`config.mk`:
```
export PLATFORM = sky130hd
export DESIGN_NAME = lcd_dma_fetch_ctrl_flat
export DESIGN_NICKNAME = d
export VERILOG_FILES = /design/src/rtl/lcd_dma_pkg.sv /design/src/rtl/lcd_dma_fetch_ctrl_if.sv /design/src/rtl/lcd_dma_addr_gen.sv /design/src/rtl/lcd_dma_fetch_ctrl.sv /design/src/flat_wrapper.sv
export SDC_FILE = /design/constraint.sdc
export NUM_CORES = 1
export LEC_CHECK = 0
export BUFFER_PORTS_ARGS = -buffer_cell sky130_fd_sc_hd__buf_2
export CAP_MARGIN = 20
export CELL_PAD_IN_SITES_DETAIL_PLACEMENT = 0
export CELL_PAD_IN_SITES_GLOBAL_PLACEMENT = 1
export CORE_MARGIN = 4
export CORE_UTILIZATION = 40
export CTS_CLUSTER_SIZE = 14
export DETAILED_ROUTE_END_ITERATION = 6
export GPL_ROUTABILITY_DRIVEN = 1
export GPL_TIMING_DRIVEN = 0
export PLACE_DENSITY = 0.89
export SETUP_SLACK_MARGIN = 0.3
export SYNTH_ARGS = -nofsm -noshare
export SYNTH_HDL_FRONTEND = slang
export SYNTH_SLANG_ARGS = --single-unit
export TNS_END_PERCENT = 10
```
`constraint.sdc`:
```
create_clock -name clk -period 7.9 [get_ports clk]
set_clock_uncertainty 0.15 [all_clocks]
set_input_delay 1.58 -clock clk [delete_from_list [all_inputs] [get_ports clk]]
set_output_delay 1.58 -clock clk [all_outputs]
set_load 0.02 [all_outputs]
```
`src/rtl/lcd_dma_pkg.sv`:
```
// Shared types and limits for the LCD DMA frame-buffer fetch controller.
package lcd_dma_pkg;

  localparam int BURST_MAX  = 16;
  localparam int FIFO_DEPTH = 32;
  localparam int LEN_W      = 5;

  typedef enum logic [2:0] {
    S_IDLE,
    S_WAIT_SPACE,
    S_REQ,
    S_DATA,
    S_DRAIN,
    S_ERR
  } fetch_state_t;

endpackage

```
`src/rtl/lcd_dma_fetch_ctrl_if.sv`:
```
// Single-outstanding burst read port: request/grant handshake plus read beat return channel.
interface lcd_dma_fetch_ctrl_if;
  import lcd_dma_pkg::*;

  logic             bus_req;
  logic [31:0]      bus_addr;
  logic [LEN_W-1:0] bus_len;
  logic             bus_gnt;
  logic             bus_rvalid;
  logic [31:0]      bus_rdata;
  logic             bus_rlast;
  logic             bus_err;

  modport master (
    output bus_req, bus_addr, bus_len,
    input  bus_gnt, bus_rvalid, bus_rdata, bus_rlast, bus_err
  );

  modport slave (
    input  bus_req, bus_addr, bus_len,
    output bus_gnt, bus_rvalid, bus_rdata, bus_rlast, bus_err
  );

endinterface

```
`src/rtl/lcd_dma_addr_gen.sv`:
```
// Frame address / remaining-word counters; next burst length is min(BURST, remaining).
// Load and per-beat update take effect on the next edge; no backpressure of its own.
module lcd_dma_addr_gen
  import lcd_dma_pkg::*;
#(
  parameter int BURST    = 8,
  parameter int FWORDS_W = 20
) (
  input  logic                clk,
  input  logic                rst,
  input  logic                i_load,
  input  logic [31:0]         i_base,
  input  logic [FWORDS_W-1:0] i_words,
  input  logic                i_beat,
  output logic [31:0]         o_addr,
  output logic [FWORDS_W-1:0] o_rem,
  output logic [LEN_W-1:0]    o_next_len
);

  logic [31:0]         r_addr;
  logic [FWORDS_W-1:0] r_rem;

  always_ff @(posedge clk) begin
    if (!rst) begin
      r_addr <= '0;
      r_rem  <= '0;
    end else if (i_load) begin
      r_addr <= i_base & 32'hFFFF_FFFC;
      r_rem  <= i_words;
    end else if (i_beat && (r_rem != '0)) begin
      // Address wraps modulo 2^32 by construction.
      r_addr <= r_addr + 32'd4;
      r_rem  <= r_rem - FWORDS_W'(1);
    end
  end

  assign o_addr     = r_addr;
  assign o_rem      = r_rem;
  assign o_next_len = (r_rem >= FWORDS_W'(BURST)) ? LEN_W'(BURST) : LEN_W'(r_rem);

endmodule

```
`src/rtl/lcd_dma_fetch_ctrl.sv`:
```
// Fills the LCD DMA FIFO with frame-buffer bursts; restarts the frame on every fp_pulse.
// Beat-to-push latency 1 cycle; a burst is requested only when the FIFO has room for all of it.
module lcd_dma_fetch_ctrl
  import lcd_dma_pkg::*;
#(
  parameter int BURST      = 8,
  parameter int FWORDS_W   = 20,
  parameter int FIFO_DEPTH = 32
) (
  input  logic                  clk,
  input  logic                  rst,
  input  logic                  enable,
  input  logic [31:0]           fb_base,
  input  logic [FWORDS_W-1:0]   frame_words,
  input  logic                  fp_pulse,
  input  logic [5:0]            depth_left,
  lcd_dma_fetch_ctrl_if.master  bus,
  output logic                  fifo_push,
  output logic [31:0]           fifo_wdata,
  output logic                  busy,
  output logic                  frame_done,
  output logic                  err_irq
);

  fetch_state_t r_state, w_state_nxt;
  logic r_stale, w_stale_nxt;
  logic r_in_burst;
  logic r_bus_req;
  logic [31:0] r_bus_addr;
  logic [LEN_W-1:0] r_bus_len;
  logic r_fifo_push, r_frame_done, r_err_irq;
  logic [31:0] r_fifo_wdata;

  logic w_load, w_dec, w_push, w_done, w_issue, w_err_set;
  logic w_beat, w_last, w_restart;
  logic [31:0] w_addr;
  logic [FWORDS_W-1:0] w_rem;
  logic [LEN_W-1:0] w_next_len;

  lcd_dma_addr_gen #(.BURST(BURST), .FWORDS_W(FWORDS_W)) u_addr_gen (
    .clk        (clk),
    .rst        (rst),
    .i_load     (w_load),
    .i_base     (fb_base),
    .i_words    (frame_words),
    .i_beat     (w_dec),
    .o_addr     (w_addr),
    .o_rem      (w_rem),
    .o_next_len (w_next_len)
  );

  assign w_beat    = bus.bus_rvalid;
  assign w_last    = bus.bus_rvalid & bus.bus_rlast;
  assign w_restart = fp_pulse & enable & (frame_words != '0);

  always_comb begin
    w_state_nxt = r_state;
    w_stale_nxt = 1'b0;
    w_load      = 1'b0;
    w_dec       = 1'b0;
    w_push      = 1'b0;
    w_done      = 1'b0;
    w_issue     = 1'b0;
    w_err_set   = 1'b0;
    case (r_state)
      S_IDLE: begin
        if (w_restart) begin
          w_load      = 1'b1;
          w_state_nxt = S_WAIT_SPACE;
        end
      end
      S_WAIT_SPACE: begin
        // A reload here is re-qualified by enable/frame_words on the following cycle.
        if (fp_pulse) begin
          w_load = 1'b1;
        end else if (!enable || (w_rem == '0)) begin
          w_state_nxt = S_IDLE;
        end else if (depth_left >= {1'b0, w_next_len}) begin
          w_issue     = 1'b1;
          w_state_nxt = S_REQ;
        end
      end
      S_REQ: begin
        // The request cannot be withdrawn; a frame restart marks its data as stale.
        w_stale_nxt = r_stale | fp_pulse;
        w_load      = fp_pulse;
        if (bus.bus_gnt) begin
          w_stale_nxt = 1'b0;
          w_state_nxt = (r_stale | fp_pulse) ? S_DRAIN : S_DATA;
        end
      end
      S_DATA: begin
        if (fp_pulse) begin
          w_load      = 1'b1;
          w_err_set   = w_beat & bus.bus_err;
          w_state_nxt = w_last ? S_WAIT_SPACE : S_DRAIN;
        end else if (w_beat && bus.bus_err) begin
          w_err_set   = 1'b1;
          w_state_nxt = S_ERR;
        end else if (w_beat) begin
          w_push = 1'b1;
          w_dec  = 1'b1;
          if (w_last) begin
            if (w_rem == FWORDS_W'(1)) begin
              w_done      = 1'b1;
              w_state_nxt = S_IDLE;
            end else begin
              w_state_nxt = enable ? S_WAIT_SPACE : S_IDLE;
            end
          end
        end
      end
      S_DRAIN: begin
        w_load = fp_pulse;
        if (w_beat && bus.bus_err) begin
          w_err_set   = 1'b1;
          w_state_nxt = S_ERR;
        end else if (w_last) begin
          w_state_nxt = S_WAIT_SPACE;
        end
      end
      S_ERR: begin
        if (!r_in_burst || w_last) w_state_nxt = S_IDLE;
      end
      default: w_state_nxt = S_IDLE;
    endcase
  end

  always_ff @(posedge clk) begin
    if (!rst) begin
      r_state      <= S_IDLE;
      r_stale      <= 1'b0;
      r_in_burst   <= 1'b0;
      r_bus_req    <= 1'b0;
      r_bus_addr   <= '0;
      r_bus_len    <= '0;
      r_fifo_push  <= 1'b0;
      r_fifo_wdata <= '0;
      r_frame_done <= 1'b0;
      r_err_irq    <= 1'b0;
    end else begin
      r_state <= w_state_nxt;
      r_stale <= w_stale_nxt;
      if (r_state == S_REQ && bus.bus_gnt) r_in_burst <= 1'b1;
      else if (w_last)                     r_in_burst <= 1'b0;
      if (w_issue) begin
        r_bus_req  <= 1'b1;
        r_bus_addr <= w_addr;
        r_bus_len  <= w_next_len;
      end else if (r_state == S_REQ && bus.bus_gnt) begin
        r_bus_req <= 1'b0;
      end
      r_fifo_push <= w_push;
      if (w_push) r_fifo_wdata <= bus.bus_rdata;
      r_frame_done <= w_done;
      if (w_err_set)     r_err_irq <= 1'b1;
      else if (fp_pulse) r_err_irq <= 1'b0;
    end
  end

  assign bus.bus_req  = r_bus_req;
  assign bus.bus_addr = r_bus_addr;
  assign bus.bus_len  = r_bus_len;
  assign fifo_push    = r_fifo_push;
  assign fifo_wdata   = r_fifo_wdata;
  assign busy         = (r_state != S_IDLE);
  assign frame_done   = r_frame_done;
  assign err_irq      = r_err_irq;

  a_no_overflow: assert property (@(posedge clk) disable iff (!rst)
    !(fifo_push && depth_left == '0));
  a_depth_range: assert property (@(posedge clk) disable iff (!rst)
    depth_left <= 6'(FIFO_DEPTH));
  a_req_stable: assert property (@(posedge clk) disable iff (!rst)
    (bus.bus_req && !bus.bus_gnt) |=> (bus.bus_req && $stable(bus.bus_addr) && $stable(bus.bus_len)));
  a_len_range: assert property (@(posedge clk) disable iff (!rst)
    bus.bus_req |-> (bus.bus_len >= LEN_W'(1) && bus.bus_len <= LEN_W'(BURST) && BURST <= BURST_MAX));
  a_beat_expected: assert property (@(posedge clk) disable iff (!rst)
    bus.bus_rvalid |-> (r_state == S_DATA || r_state == S_DRAIN || r_state == S_ERR));

endmodule

```
`src/flat_wrapper.sv`:
```
// flat-port wrapper written by rule: the top's interface ports become plain ports
module lcd_dma_fetch_ctrl_flat import lcd_dma_pkg::*;
#(
  parameter int BURST      = 8,
  parameter int FWORDS_W   = 20,
  parameter int FIFO_DEPTH = 32
)
  (clk, rst, enable, fb_base, frame_words, fp_pulse, depth_left, fifo_push, fifo_wdata, busy, frame_done, err_irq, bus_bus_req, bus_bus_addr, bus_bus_len, bus_bus_gnt, bus_bus_rvalid, bus_bus_rdata, bus_bus_rlast, bus_bus_err);
  lcd_dma_fetch_ctrl_if bus_i ();
  input  logic clk;
  input  logic rst;
  input  logic enable;
  input  logic [31:0] fb_base;
  input  logic [FWORDS_W-1:0] frame_words;
  input  logic fp_pulse;
  input  logic [5:0] depth_left;
  output logic fifo_push;
  output logic [31:0] fifo_wdata;
  output logic busy;
  output logic frame_done;
  output logic err_irq;
  output wire logic [$bits(bus_i.bus_req)-1:0] bus_bus_req;
  output wire logic [$bits(bus_i.bus_addr)-1:0] bus_bus_addr;
  output wire logic [$bits(bus_i.bus_len)-1:0] bus_bus_len;
  input wire logic [$bits(bus_i.bus_gnt)-1:0] bus_bus_gnt;
  input wire logic [$bits(bus_i.bus_rvalid)-1:0] bus_bus_rvalid;
  input wire logic [$bits(bus_i.bus_rdata)-1:0] bus_bus_rdata;
  input wire logic [$bits(bus_i.bus_rlast)-1:0] bus_bus_rlast;
  input wire logic [$bits(bus_i.bus_err)-1:0] bus_bus_err;
  assign bus_bus_req = bus_i.bus_req;
  assign bus_bus_addr = bus_i.bus_addr;
  assign bus_bus_len = bus_i.bus_len;
  assign bus_i.bus_gnt = bus_bus_gnt;
  assign bus_i.bus_rvalid = bus_bus_rvalid;
  assign bus_i.bus_rdata = bus_bus_rdata;
  assign bus_i.bus_rlast = bus_bus_rlast;
  assign bus_i.bus_err = bus_bus_err;
  lcd_dma_fetch_ctrl #(.BURST(BURST), .FWORDS_W(FWORDS_W), .FIFO_DEPTH(FIFO_DEPTH)) u_core (.clk(clk), .rst(rst), .enable(enable), .fb_base(fb_base), .frame_words(frame_words), .fp_pulse(fp_pulse), .depth_left(depth_left), .bus(bus_i), .fifo_push(fifo_push), .fifo_wdata(fifo_wdata), .busy(busy), .frame_done(frame_done), .err_irq(err_irq));
endmodule
```
[Word-level counts from Yosys, hierarchy flattened]
Cells that the tools add are included.
Word-level totals
  flip-flop bits (word level): 130
  input port bits: 98
  output and inout port bits: 74
  logic and storage cells: 106
Cells by class
  add/subtract/negate cells: 2
  $lt $le $gt $ge: 2
  equal/unequal tests: 14
  muxes and demuxes: 43
  bitwise logic cells: 10
  reductions and logical operators: 22
Operators by type and width (count)
  32-bit two-way mux: 2
  3-bit two-way mux: 15
  20-bit two-way mux: 2
  20-bit nonzero test: 2
  32-bit by 3-bit adder with 32-bit output, second input constant: 1
  20-bit by 1-bit == test with 1-bit output, second input constant: 1
  20-bit by 4-bit >= comparator with 1-bit output, second input constant: 1
  20-bit logical NOT: 1
  1-bit two-way mux: 20
  20-bit by 1-bit subtractor with 20-bit output, second input constant: 1
  3-bit one-hot mux with 6 select lines: 1
  8-bit AND reduction: 1
  2-bit nonzero test: 4
  3-bit by 2-bit == test with 1-bit output, second input constant: 2
  3-bit == test, second input constant: 2
  6-bit by 5-bit >= comparator with 1-bit output: 1
  3-bit by 1-bit != test with 1-bit output, second input constant: 2
  2-bit OR reduction: 3
  6-bit OR reduction: 1
  5-bit two-way mux: 1
  1-bit inverter: 5
  1-bit AND: 4
  2-bit by 1-bit != test with 1-bit output, second input constant: 2
  2-bit != test, second input constant: 2
  other kinds (12): 16

[Logic depth before layout (Yosys ltp)]
Gate-level depths: netlist of the first run.
  depth in word-level cells: 8
  mapped depth: 14
  depth with buffers taken out: 9

[By module]
From an unflattened synthesis of the first run, not the netlist that was laid out.
Unflattened totals
  cells, all modules: 785
  area total of the unflattened synthesis: 6471.2 sq um
Modules (own cells, without submodules)
  lcd_dma_fetch_ctrl: instances 1, cells an instance 417, area each 3534.6 sq um, seq. area each 1561.5 sq um
  lcd_dma_addr_gen: instances 1, cells an instance 368, area each 2936.6 sq um, seq. area each 1001.0 sq um

[Worst setup path before layout of the first run]
OpenSTA, ideal clock, no wires.
  path kind: register -> register
  start point: register u_core.u_addr_gen.r_rem[11], in the netlist u_core.u_addr_gen.o_rem[11]
  end point: register u_core.r_state[1]
  setup time: 0.119 ns
  arrival: 3.411 ns
  data required time: 7.631 ns
  slack: 4.221 ns
  cell stages (with the launch flop): 14
  path buffers: 4
  clock period less this slack: 3.679 ns
  path through: dfxtp_1 or4_1 buf_2 or4_4 buf_6 buf_6 nor3_1 ha_1 nand2b_1 a211oi_1 o21a_1 clkbuf_1 a211oi_2 o221a_2
On the way
  cells in the longest elaborated chain, start to end: 5
  elaborated cells on any way between the ends: 10
  those cells by class: order compare: 2; eq/ne: 1; mux: 4; reduce/logical: 3
RTL lines
  start: declaration: line lcd_dma_addr_gen.sv:21  | logic [FWORDS_W-1:0] r_rem;
  start signal: assignment: line lcd_dma_addr_gen.sv:29  | r_rem <= i_words;
  start signal: assignment: line lcd_dma_addr_gen.sv:33  | r_rem <= r_rem - FWORDS_W'(1);
  20-bit by 4-bit >= comparator with 1-bit output: line lcd_dma_addr_gen.sv:39  | assign o_next_len = (r_rem >= FWORDS_W'(BURST)) ? LEN_W'(BURST) : LEN_W'(r_rem);
  5-bit two-way mux: line lcd_dma_addr_gen.sv:39
  net u_core.u_addr_gen.o_next_len[0]: line lcd_dma_addr_gen.sv:17  | output logic [LEN_W-1:0] o_next_len
  6-bit by 5-bit >= comparator with 1-bit output: line lcd_dma_fetch_ctrl.sv:78  | end else if (depth_left >= {1'b0, w_next_len}) begin
  3-bit by 1-bit != test with 1-bit output (no source line)
  8-bit AND reduction (no source line)
  end signal: assignment: line lcd_dma_fetch_ctrl.sv:142  | r_state <= w_state_nxt;
  end: declaration: line lcd_dma_fetch_ctrl.sv:25  | fetch_state_t r_state, w_state_nxt;
The timed path passes the listed nets, and every way through them passes these cells. The select of a mux whose other input is x is not followed.
A chain may end at the register's enable or synchronous reset.

[Final worst setup path of the first run]
  start point: register u_core.u_addr_gen.r_rem[11], in the netlist u_core.u_addr_gen.o_rem[11]
  end point: register u_core.r_bus_addr[30], in the netlist u_core.bus.bus_addr[30]
On the way
  cells in the longest elaborated chain, start to end: 7
  elaborated cells on any way between the ends: 9
  those cells by class: order compare: 2; mux: 5; reduce/logical: 2
RTL lines
  20-bit by 4-bit >= comparator with 1-bit output: line lcd_dma_addr_gen.sv:39
  5-bit two-way mux: line lcd_dma_addr_gen.sv:39
  net u_core.u_addr_gen.o_next_len[0]: line lcd_dma_addr_gen.sv:17
  6-bit by 5-bit >= comparator with 1-bit output: line lcd_dma_fetch_ctrl.sv:78
  1-bit two-way mux: line lcd_dma_fetch_ctrl.sv:78
  1-bit two-way mux: line lcd_dma_fetch_ctrl.sv:76  | end else if (!enable || (w_rem == '0)) begin
  1-bit two-way mux: line lcd_dma_fetch_ctrl.sv:74  | if (fp_pulse) begin
  1-bit two-way mux: line lcd_dma_fetch_ctrl.sv:65  | case (r_state)
  end signal: assignment: line lcd_dma_fetch_ctrl.sv:148  | r_bus_addr <= w_addr;
  end: declaration: line lcd_dma_fetch_ctrl.sv:29  | logic [31:0] r_bus_addr;
The timed path passes the listed nets, and every way through them passes these cells.

==> metrics.md, run 1 <==
| Metric | Value |
|---|---|
| Status | finished, final reports clean |
| RSZ-0062 raised after global routing | false |
| Lkg Pwr | 2.95 nW |
| Buf/Inv on CP | 5 |
| Hold_sp | u_core.fifo_wdata[31] |
| Clk buf depth | 2 |
| Grt ovf | 0 |
| Worst Hold End | u_core.fifo_wdata[31] |
| Worst R2R End | u_core.bus.bus_addr[30] |
| VDD IR-drop max | 174 µV |
| Path depth of the worst reg2reg path | 14 |
| CP top delay family | simple AND/OR/NAND/NOR gates |
| Post-synthesis sequential area ratio | 40.4% |
| Ys flop type | dfxtp_1 |
| CTS tree | done |
| Cell Pwr Density | 262 nW/µm² |
| Row Count | 45 |
| Highest clock rate | 226 MHz |
| Fillers | 1,553 |
| Drt pass-1 iters | 6 |
| Pins Over Slew Limit | 0 |
| Die W | 133 µm |
| Clk_lat worst skew | 420 ps |
| Slowest stage cell, crit path | or4_1 |
| CTS root buf | clkbuf_16 |
| Setup TNS | 0 ps |
| Post-synth top cells | 126 x dfxtp_1, 108 x nand2_1, 80 x a21oi_1 |
| Share of cells above drive strength 1 | 24.9% |
| Ys Warns | 0 |
| Buffers on Ports | 166 |
| Synth Area per Inst | 8.28 µm² |
| Io pins | 172 |
| Final period utilization | 56.0% |
| # hold bufs at CTS | 0 |
| Critical path cell sequence | or4_1 -> buf_2 -> or4_4 -> buf_6 -> buf_6 -> nor3_1 -> ha_1 -> nand2b_1 -> a211oi_1 -> o21a_1 -> clkbuf_1 -> buf_2 -> o31ai_1 -> a21oi_1 |
| Hold Path Depth | 2 |
| GP Congestion | 0.867 |
| Clock Pin Slew Worst Setup and Hold Paths | 60 ps |
| CP required | 8090 ps |
| Vias per inst | 5.72 |
| Vias in the first global route | 6,374 |
| Area leader, netlist | dfxtp_1 |
| Post-route ant nets | 0 |
| GRT Total Usage | 23.9% |
| Top cell type's share of synthesized area | 40.4% |
| First-pass GRT wire length | 33.8 mm |
| Top cells by area, synth | dfxtp_1 40%, nand2_1 6.5%, a21oi_1 6.4%, o31ai_1 5.4%, nand4_1 3.6% |
| Critical Path AT | 4620 ps |
| Async set or reset register ratio after synthesis | 0% |
| Via count | 6,661 |
| Die Ht | 133 µm |
| Nature of the critical path endpoint | flip-flop |
| Final HPWL DP | 15.7 mm |
| Multi-input gate area | 3340 µm² |
| FF-to-FF Start | u_core.u_addr_gen.o_rem[11] |
| DRT iter0 DRCs | 518 |
| Drt wl/cell | 18.4 µm |
| Setup violators final | 0 |
| H-tree levels | 4 |
| Core area | 15,300 µm² |
| Setup repair bufs after CTS | 0 |
| Cell count after synthesis | 754 |
| CP Max Fanout | 10 |
| Post-CTS resize count | 0 |
| Post-Layout Cell Count | 1,164 |
| Max_cap viols | 0 |
| Placed Cells | 1,132 |
| Tmin final | 4430 ps |
| Diode count | 0 |
| CP startpoint kind | flip-flop |
| Die area | 17,700 µm² |
| Nets | 1,047 |
| Slew margin rel. | 35.0% |
| Final Hold Viols | 0 |
| Initial Util | 40.9% |
| CTS buffer count | 17 |
| Drt drc | 0 |
| Synthesized flop and latch total | 126 |
| Post-Syn Area | 6240 µm² |
| Slowest stage delay, CP | 540 ps |
| Area growth syn-to-layout | 27.8% |
| Initial antenna violation count | 0 |
| Worst-Margin Slew | 967 ps |
| Seq. cell area | 2520 µm² |
| WL final | 21.4 mm |
| Distinct cell type count of the synthesized netlist | 65 |
| Most common cell in the netlist | dfxtp_1 |
| Number of flops mapped to enable cells by yosys | 0 |
| Clock net sink count | 126 |
| Critical path class | reg2reg |
| Largest net degree at the start of global routing | 17 |
| R2r setup slk | 3470 ps |
| Hold WC Path Type | reg2reg |
[layer usage]
layer / vias up / global-route usage [%] / routed length, µm
li1: 3233 / - / -
met1: 3102 / 31.0 / 9310
met2: 284 / 37.6 / 9780
met3: 42 / 7.07 / 1780
met4: 0 / 8.72 / 507
met5: - / 0 / 0
[registers in the layout, summed over array words and instances (netlist names)]
register	count
u_core.fifo_wdata	32
u_core.bus.bus_addr	30
u_core.u_addr_gen.o_addr	30
u_core.u_addr_gen.o_rem	20
u_core.bus.bus_len	5
u_core.r_state	3
u_core.bus.bus_req	1
u_core.err_irq	1
u_core.fifo_push	1
u_core.frame_done	1
u_core.r_in_burst	1
u_core.r_stale	1
[per-stage QoR]
| stage | setup slack [ps] | hold WS [ps] | power, W | util (%) | instance area, µm² |
|---|---|---|---|---|---|
| finish | 3470 | 300 | 0.00209 | 52.3 | 7980 |
| global route | 3250 | 320 | 0.00219 | 52.3 | 7980 |
| CTS | 3530 | 303 | 0.00209 | 52.3 | 7980 |
| detailed placement | 3470 | 295 | 0.00124 | 48.1 | 7340 |
| global placement | 3410 | 289 | 0.00123 | 48.1 | 7340 |
| floorplan | 4220 | 287 | 0.00108 | - | 6250 |
[cells in the final DEF (no fill, tap or decap), types with 7 or more instances in the layout]
master,instances
clkbuf_16,17
o211ai_1,9
o31ai_1,45
nand4_1,36
nor2_1,12
nand2_1,108
dfxtp_1,126
o21ai_0,32
a211oi_1,8
a21oi_1,80
clkbuf_1,50
a31oi_1,35
nand3_1,19
nor4_1,8
or3_1,21
inv_1,12
ha_1,9
o311ai_0,7
buf_6,8
or4_1,23
buf_2,175
nor3_1,12
[power breakdown]
group | total (W) | switching [W] | internal, W
logic | 0.000469 | 0.000306 | 0.000163
registers | 0.000767 | 0.0000692 | 0.000697
clock network | 0.000857 | 0.000290 | 0.000567
[area by class of cell]
| cell class | count | area share, % |
|---|---|---|
| Multi-Input combinational cell | 547 | 41.8 |
| Sequential cell | 126 | 31.6 |
| Timing Repair Buffer | 166 | 10.4 |
| Clock buffer | 21 | 5.64 |
| Buffer | 69 | 4.23 |
| Tap cell | 211 | 3.31 |
| Clock inverter | 11 | 2.37 |
| Inverter | 13 | 0.611 |
[tightest hold or removal path, delay by kind of cell (launching register included)]
kind / cells / cell delay, ps
compound gates: 1 / 50
simple gates: 1 / 50
flops: 1 / 300
[how the worst max path moves through the flow]
stage | startpoint | endpoint | slack [ps] | depth (start not counted)
3_3_place_gp | fp_pulse | u_core.u_addr_gen.o_rem[17] | 3410 | 9
3_5_place_dp | fp_pulse | u_core.u_addr_gen.o_rem[17] | 3470 | 9
5_1_grt | u_core.u_addr_gen.o_rem[11] | u_core.bus.bus_addr[26] | 3250 | 14
2_1_floorplan | u_core.u_addr_gen.o_rem[11] | u_core.r_state[1] | 4220 | 13
4_1_cts | u_core.u_addr_gen.o_rem[11] | u_core.r_state[1] | 3530 | 13
6_report | u_core.u_addr_gen.o_rem[11] | u_core.bus.bus_addr[30] | 3470 | 14
[cells by family after synthesis]
logic type      Yosys count  synth area share, %
simple gates            265                 22.5
compound gates          260                 27.5
xor+xnor                  5                0.701
buf+inv                  82                 6.19
other cells               2                0.120
fa+ha+maj                 9                 1.80
flops                   126                 40.4
mux                       5                0.801
Power figures use the tool's default switching activity.
==> inputs of run 2 (changes only) <==
Settings changed: CORE_UTILIZATION 40 to 38, PLACE_DENSITY 0.89 to 0.86.
Clock period 7.9 ns to 4.4 ns, I/O delays scaled along.
==> metrics.md, run 2 (same netlist as run 1, synthesis figures left out) <==
| Metric | Value |
|---|---|
| Grt ovf | 0 (unchanged) |
| Nets | 1,047 (unchanged) |
| Worst-Margin Slew | 955 ps (-11.5 ps) |
| Clock share of power | 39.2% (-1.7 points) |
| First-pass GRT wire length | 34.2 mm (+1.3%) |
| Setup TNS | 0 ps (unchanged) |
| CTS tree | done |
| # hold bufs at CTS | 0 (unchanged) |
| Final period utilization | 88.8% (+33 points) |
| Drt wl/cell | 18.6 µm (+1.4%) |
| Max_cap viols | 0 (unchanged) |
| Die area | 18,500 µm² (+4.9%) |
| Most frequent cells in the layout | 174 x buf_2, 126 x dfxtp_1, 108 x nand2_1 |
| Sequential share of power | 37.5% (+0.9 points) |
| Area growth syn-to-layout | 27.5% |
| Initial antenna violation count | 0 (unchanged) |
| Largest net degree at the start of global routing | 17 (unchanged) |
| Buffers on Ports | 166 (unchanged) |
| Core area | 16,000 µm² (+4.9%) |
| Final Hold Viols | 0 (unchanged) |
| Tmin final | 3910 ps (-516 ps) |
| Nature of the critical path endpoint | flip-flop |
| CP Max Fanout | 10 (unchanged) |
| Post-route ant nets | 0 (unchanged) |
| Critical Path AT | 4070 ps (-550 ps) |
| Row Count | 46 (+2.2%) |
| Setup violators final | 0 (unchanged) |
| Io pins | 172 (unchanged) |
| Critical path cell sequence | or4_1 -> buf_2 -> or4_4 -> buf_6 -> buf_6 -> nor3_2 -> ha_1 -> nand2b_1 -> a211oi_2 -> o21a_1 -> buf_2 -> a211oi_2 -> o221a_2 |
| RSZ-0062 raised after global routing | false |
| Setup repair bufs after CTS | 0 (unchanged) |
| Design area | 7960 µm² (-0.28%) |
| Hold WC Path Type | reg2reg |
| Highest clock rate | 256 MHz (+13%) |
| NetSw | 0.00119 W (+79%) |
| GRT Total Usage | 23.6% (-0.27 points) |
| Clk buf depth | 2 (unchanged) |
| Final HPWL DP | 15.8 mm (+0.90%) |
| CP startpoint kind | flip-flop |
| Share of cells above drive strength 1 | 25.0% (+0.16 points) |
| H-tree levels | 4 (unchanged) |
| Slowest stage delay, CP | 530 ps (about the same) |
| R2r setup slk | 490 ps (-2980 ps) |
| Cell Pwr Density | 461 nW/µm² (+76%) |
| Via count | 6,674 (+0.20%) |
| Commonest non-fill, non-tap cell in the layout | buf_2 |
| Initial Util | 39.0% (-1.9 points) |
| DRT iter0 DRCs | 478 (-7.7%) |
| CTS buffer count | 17 (unchanged) |
| CP required | 4560 ps (-3530 ps) |
| Combinational fraction of design power | 23.3% (+0.9 points) |
| GP Congestion | 0.885 (+2.1%) |
| WL final | 21.7 mm (+1.7%) |
| Pins Over Slew Limit | 0 (unchanged) |
| Clock Pin Slew Worst Setup and Hold Paths | 60 ps (about the same) |
| Max reg flops | 32 (unchanged) |
| Sw Share | 32.5% (+0.75 points) |
| Vias per inst | 5.72 (about the same) |
| Lkg Pwr | 2.94 nW (-0.38%) |
| Die W | 136 µm (+2.4%) |
| CTS root buf | clkbuf_16 |
| Clock net sink count | 126 (unchanged) |
| Vias in the first global route | 6,394 (+0.31%) |
| DP Area | 7350 µm² (about the same) |
| Slew margin rel. | 36.2% (+1.2 points) |
| VDD IR-drop max | 327 µV (+88%) |
| Status | finished, final reports clean |
| Drt pass-1 iters | 5 (-1) |
| Critical path class | reg2reg |
| Die Ht | 136 µm (+2.4%) |
| Diode count | 0 (unchanged) |
| Drt drc | 0 (unchanged) |
| Slowest stage cell, crit path | or4_1 |
| Clk_lat worst skew | 430 ps (about the same) |
| Pint | 0.00248 W (+73%) |
run 2: cell count changes in the layout (fill, tap and decap cells not counted):
cell        previous run  this run
a211oi_1               8         7
a211oi_2               1         2
buf_2                175       174
bufinv_16              5         3
clkbuf_4               0         2
clkbuf_8               1         3
clkinv_2               3         2
clkinvlp_4             2         0
nor3_1                12        11
nor3_2                 0         1
o21ai_1                4         3
o21ai_2                0         1
run 2: what timing repair did:
action	CTS	global route
resized for setup	2	5
setup endpoints to repair	35	31
cloned	0	0
run 2: layout make-up:
class	instances	area, µm²
plain buffers	69	344
clock buffers	24	482
clock inverters	6	109
fillers	1658	8040
inverters	13	48.8
multi-input cells	547	3350
flip-flops and latches	126	2520
well taps	216	270
repair buffers	166	831
run 2: metal layers:
metal / part of all wire [%] / up-vias / wire length [µm] / global-route usage [%]
met5: 0 / - / 0 / 0
met4: 1.8 / 0 / 386 / 7.84
met3: 9.2 / 39 / 2010 / 6.48
met2: 45 / 321 / 9810 / 37.4
met1: 44 / 3084 / 9530 / 31.1
li1: - / 3230 / - / -
run 2: worst paths after layout:
path,cells after the start,end,start
max reg2reg,13,u_core.r_state[1],u_core.u_addr_gen.o_rem[11]
min,2,u_core.fifo_wdata[26],u_core.fifo_wdata[26]
min reg2reg,2,u_core.fifo_wdata[26],u_core.fifo_wdata[26]
max,13,u_core.r_state[1],u_core.u_addr_gen.o_rem[11]
run 2: worst max-delay path, delay by kind of cell, from the launching register on:
family	cells	cell delay (ps)
DFF	1	360
and+or+nand+nor	4	1370
adders and majority gates	1	270
AOI/OAI and AO/OA	4	910
buffers and inverters	4	720
run 2: metrics by stage:
step | std cells | setup WS [ps] | hold slack [ps] | power, W | util, %
floorplan | 755 | 721 | 287 | 0.00194 | -
global placement | 1137 | 60.6 | 288 | 0.00222 | 45.9
detailed placement | 1137 | 49.5 | 295 | 0.00222 | 45.9
CTS | 1167 | 420 | 302 | 0.00366 | 49.7
global route | 1167 | 314 | 320 | 0.00383 | 49.7
finish | 1167 | 491 | 299 | 0.00367 | 49.7
run 2: power by group through the flow:
stage	combinational, W	sequential [W]	clock (W)
2_1_floorplan	0.000566	0.00137	0
3_3_place_gp	0.000828	0.00139	0
3_5_place_dp	0.000830	0.00139	0
4_1_cts	0.000840	0.00137	0.00145
5_1_grt	0.000934	0.00139	0.00151
6_report	0.000855	0.00138	0.00144
